### src/rtl/karatsuba8_pkg.sv
// Shared encodings for the karatsuba8 multiplier control path:
// FSM states, datapath select codes and the per-state control word.
package karatsuba8_pkg;

  localparam logic [2:0] S_IDLE = 3'd0;
  localparam logic [2:0] S_SUMX = 3'd1;
  localparam logic [2:0] S_SUMY = 3'd2;
  localparam logic [2:0] S_MID  = 3'd3;
  localparam logic [2:0] S_Z1   = 3'd4;
  localparam logic [2:0] S_HIGH = 3'd5;
  localparam logic [2:0] S_ACC  = 3'd6;
  localparam logic [2:0] S_DONE = 3'd7;

  localparam logic [1:0] MUL_LO = 2'b00;
  localparam logic [1:0] MUL_HI = 2'b01;
  localparam logic [1:0] MUL_CD = 2'b10;

  localparam logic [2:0] SS_XSUM = 3'b000;
  localparam logic [2:0] SS_YSUM = 3'b001;
  localparam logic [2:0] SS_AB   = 3'b010;
  localparam logic [2:0] SS_CE   = 3'b011;
  localparam logic [2:0] SS_AB8  = 3'b100;
  localparam logic [2:0] SS_AC4  = 3'b101;

  typedef struct packed {
    logic       busy;
    logic       done;
    logic       a_ld;
    logic       b_ld;
    logic       c_ld;
    logic       d_ld;
    logic       e_ld;
    logic       sub;
    logic       a_sel;
    logic       c_sel;
    logic [1:0] mul_sel;
    logic [2:0] ss_sel;
  } ctl_t;

  // Moore part of the control word, one entry per state.
  function automatic ctl_t ctl_decode(input logic [2:0] s);
    ctl_t c;
    c = '0;
    case (s)
      S_SUMX: begin
        c.busy    = 1'b1;
        c.mul_sel = MUL_LO;
        c.a_ld    = 1'b1;
        c.ss_sel  = SS_XSUM;
        c.c_sel   = 1'b1;
        c.c_ld    = 1'b1;
      end
      S_SUMY: begin
        c.busy    = 1'b1;
        c.mul_sel = MUL_HI;
        c.b_ld    = 1'b1;
        c.ss_sel  = SS_YSUM;
        c.d_ld    = 1'b1;
      end
      S_MID: begin
        c.busy    = 1'b1;
        c.mul_sel = MUL_CD;
        c.c_ld    = 1'b1;
        c.ss_sel  = SS_AB;
        c.e_ld    = 1'b1;
      end
      S_Z1: begin
        c.busy   = 1'b1;
        c.ss_sel = SS_CE;
        c.sub    = 1'b1;
        c.c_sel  = 1'b1;
        c.c_ld   = 1'b1;
      end
      S_HIGH: begin
        c.busy   = 1'b1;
        c.ss_sel = SS_AB8;
        c.a_sel  = 1'b1;
        c.a_ld   = 1'b1;
      end
      S_ACC: begin
        c.busy   = 1'b1;
        c.ss_sel = SS_AC4;
        c.a_sel  = 1'b1;
        c.a_ld   = 1'b1;
      end
      S_DONE: begin
        c.done = 1'b1;
      end
      default: c = '0;
    endcase
    return c;
  endfunction

endpackage

### src/rtl/karatsuba8_uc.sv
// Control unit for the 8x8 Karatsuba datapath: a single state
// register walking a fixed six-step schedule, plus output decode.
module karatsuba8_uc
  import karatsuba8_pkg::*;
(
  input  logic       clk,
  input  logic       rst,
  input  logic       start,
  output logic       busy,
  output logic       done,
  output logic       x_ld,
  output logic       y_ld,
  output logic       a_ld,
  output logic       b_ld,
  output logic       c_ld,
  output logic       d_ld,
  output logic       e_ld,
  output logic       sub,
  output logic       a_sel,
  output logic       c_sel,
  output logic [1:0] mul_sel,
  output logic [2:0] ss_sel
);

  logic [2:0] r_state;
  logic [2:0] w_next;
  logic       w_go;
  ctl_t       w_ctl;

  // Operands are captured only when a request arrives in IDLE;
  // rst masks the Mealy load so nothing is captured during reset.
  assign w_go = (r_state == S_IDLE) & start & ~rst;

  // State register, asynchronously forced to IDLE.
  always_ff @(posedge clk or posedge rst) begin
    if (rst) r_state <= S_IDLE;
    else     r_state <= w_next;
  end

  // Fixed schedule; start is ignored everywhere except IDLE.
  always_comb begin
    w_next = r_state;
    case (r_state)
      S_IDLE:  w_next = start ? S_SUMX : S_IDLE;
      S_SUMX:  w_next = S_SUMY;
      S_SUMY:  w_next = S_MID;
      S_MID:   w_next = S_Z1;
      S_Z1:    w_next = S_HIGH;
      S_HIGH:  w_next = S_ACC;
      S_ACC:   w_next = S_DONE;
      S_DONE:  w_next = S_IDLE;
      default: w_next = S_IDLE;
    endcase
  end

  // Control word is a pure decode of the current state.
  always_comb begin
    w_ctl = ctl_decode(r_state);
  end

  assign busy    = w_ctl.busy;
  assign done    = w_ctl.done;
  assign a_ld    = w_ctl.a_ld;
  assign b_ld    = w_ctl.b_ld;
  assign c_ld    = w_ctl.c_ld;
  assign d_ld    = w_ctl.d_ld;
  assign e_ld    = w_ctl.e_ld;
  assign sub     = w_ctl.sub;
  assign a_sel   = w_ctl.a_sel;
  assign c_sel   = w_ctl.c_sel;
  assign mul_sel = w_ctl.mul_sel;
  assign ss_sel  = w_ctl.ss_sel;
  assign x_ld    = w_go;
  assign y_ld    = w_go;

endmodule
### config.mk
export PLATFORM = sky130hd
export DESIGN_NAME = karatsuba8_uc
export DESIGN_NICKNAME = d
export VERILOG_FILES = /design/src/rtl/karatsuba8_pkg.sv /design/src/rtl/karatsuba8_uc.sv
export SDC_FILE = /design/constraint.sdc
export NUM_CORES = 1
export LEC_CHECK = 0
export ABC_AREA = 1
export CAP_MARGIN = 20
export CORE_AREA = 2 2 39 41
export DETAILED_ROUTE_END_ITERATION = 10
export DIE_AREA = 0 0 41 43
export PLACE_DENSITY = 0.55
export SLEW_MARGIN = 20
export SYNTH_ARGS = -nofsm -noshare
export SYNTH_HDL_FRONTEND = slang
export SYNTH_SLANG_ARGS = --single-unit
### constraint.sdc
create_clock -name clk -period 1.4 [get_ports clk]
set_clock_uncertainty 0.15 [all_clocks]
set_input_delay 0.28 -clock clk [delete_from_list [all_inputs] [get_ports clk]]
set_output_delay 0.28 -clock clk [all_outputs]
set_load 0.01 [all_outputs]
# Yosys cells after proc, flatten, opt, wreduce, memory -nomap -nowiden
# Index checks and enable logic that the tools add are counted.
[totals] out_inout_bits=17 wordCells=30 ff_bits=3 input_bits=3
[classes] eq_ne=7 mux=13 n_reduce_logical=6 bitwise_logic=3
[op_table] op="one-hot mux 3 bit (8 select lines)" count=1
[op_table] op="one-hot mux 3 bit (5 select lines)" count=1
[op_table] op="equality test 3 bit, second input constant" count=4
[op_table] op="two-way mux 1 bit" count=10
[op_table] op="equality test 3 x 2 -> 1 bit, second input constant" count=2
[op_table] op="OR reduction 3 bit" count=2
[op_table] op="OR reduction 6 bit" count=1
[op_table] op="one-hot mux 2 bit (2 select lines)" count=1
[op_table] op="OR reduction 2 bit" count=2
[op_table] op="equality test 3 x 1 -> 1 bit, second input constant" count=1
[op_table] op="logical NOT 3 bit" count=1
[op_table] op="bitwise AND 1 bit" count=2
[op_table] op="inverter 1 bit" count=1

# Logic depth before layout (Yosys ltp)
[logic_depth] word_depth=3 ltp_mapped=5 depth_no_buf=4

# Worst setup path before layout
# Ideal clock, no wire load.
[synth_timing] path_type="register to output" from="register r_state[0]" to="output y_ld" path_buffers=2 stages_incl_launch_ff=6 slack_ns=-0.112 required_ns=0.970 arrival_time_ns=1.082 cell_sequence="dfrtp_1 > clkbuf_2 > nor2_4 > nand3_1 > nor2_1 > buf_4"
[synth_between] elab_chain_len=3
[synth_rtl] element="from (decl)" line="karatsuba8_uc.sv:25" source="logic [2:0] r_state;"
[synth_rtl] element="from (signal assigned)" line="karatsuba8_uc.sv:37" source="else r_state <= w_next;"
[synth_rtl] element="logical NOT 3 bit" line="karatsuba8_uc.sv:32" source="assign w_go = (r_state == S_IDLE) & start & ~rst;"
[synth_rtl] element="bitwise AND 1 bit (2 in series)" line="karatsuba8_uc.sv:32"
[synth_rtl] element="to (decl)" line="karatsuba8_uc.sv:12" source="output logic y_ld,"
# No other way between the ends.

# Final worst setup path
[layout_timing] from="register r_state[1]" to="output y_ld"
# The elaborated chain is that of the path after synthesis.

==> impl_metrics.ini <==
[sta]
fin_crit_sh_pct = 115
period_minus_slack_ns = 1.61
fmax_mhz = 619
maxSlewViolCount = 0
setup_viol = 17
rsz0062_at_grt = yes
fin_ws_ns = -0.215
hold_violations = 0
whs_ns = 0.277
tightest_slew_ns = 0.163
max_slew_margin_pct = 89.1

[die]
die_area_um2 = 1760
fp-row-count = 14
fp.coreArea_um2 = 1380
boundaryPins = 20
die_x_um = 41
start_util_pct = 18.9
chipHeight_um = 43

[critical_path]
r2r-start = r_state[1]
worst-path-max-fanout = 5
crit_arrival_ns = 1.18
cp-startpoint = r_state[1]
crit_end = y_ld
required_ns = 0.97
cp-end-kind = output port
reg2reg_depth = 3
worstSetupPathType = flip-flop to output port
regToRegEndpoint = r_state[1]
ff2ff_setup_slack_ns = 0.26
critPathLaunchType = flip-flop

[clock_tree]
cts.htree.levels = 1
root_buffer = clkbuf_4
clkSinkCount = 3
clock_latency_ns = 0.23
clk_pin_slew_ns = 0.04
clock_tree.buffer_depth = 2
cts_tree = built
numCtsBuffers = 3

[job]
cap_violations = 0

[power_and_ir_drop]
p_comb_share_pct = 75.2
p_int_mw = 0.883
p_per_area_nw_per_um2 = 2830
total_power_mw = 1.62
switchingPower_mw = 0.740
clkPwrFrac_pct = 9.4
ir_drop_v = 0.00107
seqPwrFrac_pct = 15.4
p_sw_share_pct = 45.6
leakagePower_nw = 0.312

[status]
violations = negative setup slack
status = finished, violations left

[place]
dp.cells = 77
dp_hpwl_um = 527
dpl-instance-area_um2 = 514
port_buffers = 19
globalplace.congestion = 0.696

[final_layout]
largest_reg_flops = 3
fillerInstances = 158
nNetsFinal = 74
diodes = 0
largest-register = r_state
post-route-util_pct = 41.4
layout.cells.non_filler = 86
syn_to_final_growth_pct = 119
stdcell_area_um2 = 573
multi_input_area_um2 = 169
drive_gt1_share_pct = 72.9
largestRegisters = r_state (3)
regArea_um2 = 78.8

[route]
wl_per_cell_um = 9.50
via_per_inst = 3.94
drt_wl_total_um = 817
route.vias.total = 339
ant_nets = 0
dr.pass1.iters = 1
drc = 0
dr.first_iter.drc_count = 0

[global_route]
grt_overflow_total = 0
track_usage_pct = 9.75
grtUsageMet1_pct = 12.3
use_met3_pct = 3.14
grt_antenna_before_repair = 0
busiest_layer = met2
grt_max_degree = 7
met2_usage_pct = 14.7
first_global_vias = 298
grt_pass1_wl_um = 1190

[synth]
syn_area_per_cell_um2 = 6.71
synth_top_area_share_pct = 28.7
synth_nets = 42
synth_cells = 39
synth.area.top_cells = dfrtp_1 (29%), nor2_1 (11%), buf_4 (8.6%), inv_1 (8.6%), nor2_4 (8.6%)
synth.most_common_cell = nor2_1
synthTopCellsByCount = nor2_1 (8), inv_1 (6), nand2_1 (5)
synthDistinctLibCells = 16
yosys_warnings = 0
ys_seq_elements = 3
yosys.area.top_type = dfrtp_1
syn_area_um2 = 262
synth_edf_count = 0
async_flop_share_pct = 100
synth-seq-area-share_pct = 28.7
synth_flop_cell = dfrtp_1

[worst_hold_path]
hp-class = primary input to async pin
-- metrics by stage --
stage               setup TNS, ns  setup WS, ns
floorplan                 -0.0327       -0.0327
global placement            -6.14        -0.537
detailed placement          -6.11        -0.549
CTS                         -2.75        -0.236
global route                -3.79        -0.300
finish                      -2.74        -0.215
-- how the worst min path moves through the flow --
stage	from	endpoint	slack [ns]	depth (start not counted)
floorplan	rst	r_state[0]	-0.12	1
global placement	rst	r_state[1]	0.52	3
detailed placement	rst	r_state[0]	0.52	3
CTS	rst	r_state[2]	0.28	3
global route	rst	r_state[0]	0.30	3
finish	rst	r_state[0]	0.28	3
-- layout by cell type, fill, tap and decap left out, types with 2 or more instances in the layout --
master           synthesis  layout
buf_2                    1      12
buf_6                    0      10
buf_4                    3       8
inv_1                    6       5
nor2_4                   2       5
nand2_1                  5       4
nor2_2                   0       3
o21ai_1                  2       3
clkbuf_4                 0       3
dfrtp_2                  0       3
nand2_2                  1       2
inv_2                    1       2
nor2_1                   8       2
clkdlybuf4s50_1          0       2
-- power by group through the flow --
stage	registers (mW)	logic (mW)	clock network (mW)
finish	0.250	1.22	0.152
global route	0.258	1.31	0.167
CTS	0.247	1.13	0.159
detailed placement	0.227	1.14	0
global placement	0.227	1.15	0
floorplan	0.176	0.599	0
-- layer usage --
layer  vias up  routed length [um]
li1        174                   -
met1       155                 349
met2        10                 418
met3         0                  49
met4         0                   0
met5         -                   0
-- what timing repair did --
action	4_1_cts	5_1_grt
endpoints found under the hold margin	0	0
hold buffers	0	0
endpoints found under the setup margin	17	17
pin swaps	9	2
resized for setup	85	7
buffers inserted	4	1
-- kinds of logic after synthesis --
| family | after synthesis | synth area share, % |
|---|---|---|
| compound gates | 5 | 9.57 |
| xor+xnor | 1 | 3.35 |
| buf+inv | 12 | 22.5 |
| flops | 3 | 28.7 |
| simple gates | 18 | 35.9 |
-- cell type report --
type	count	share of cell area (%)
timing repair buffer	32	44.1
inverter	7	4.59
tap	16	3.49
sequential	3	13.8
multi-input combinational	24	29.5
clock buffer	4	4.59
-- critical path, cell delays in order, from the launching register on --
cell and delay (ns):
dfrtp_2 0.45, nor2_4 0.17, nand3_2 0.11, nor2_4 0.11, buf_6 0.11
Power figures use the tool's default switching activity.
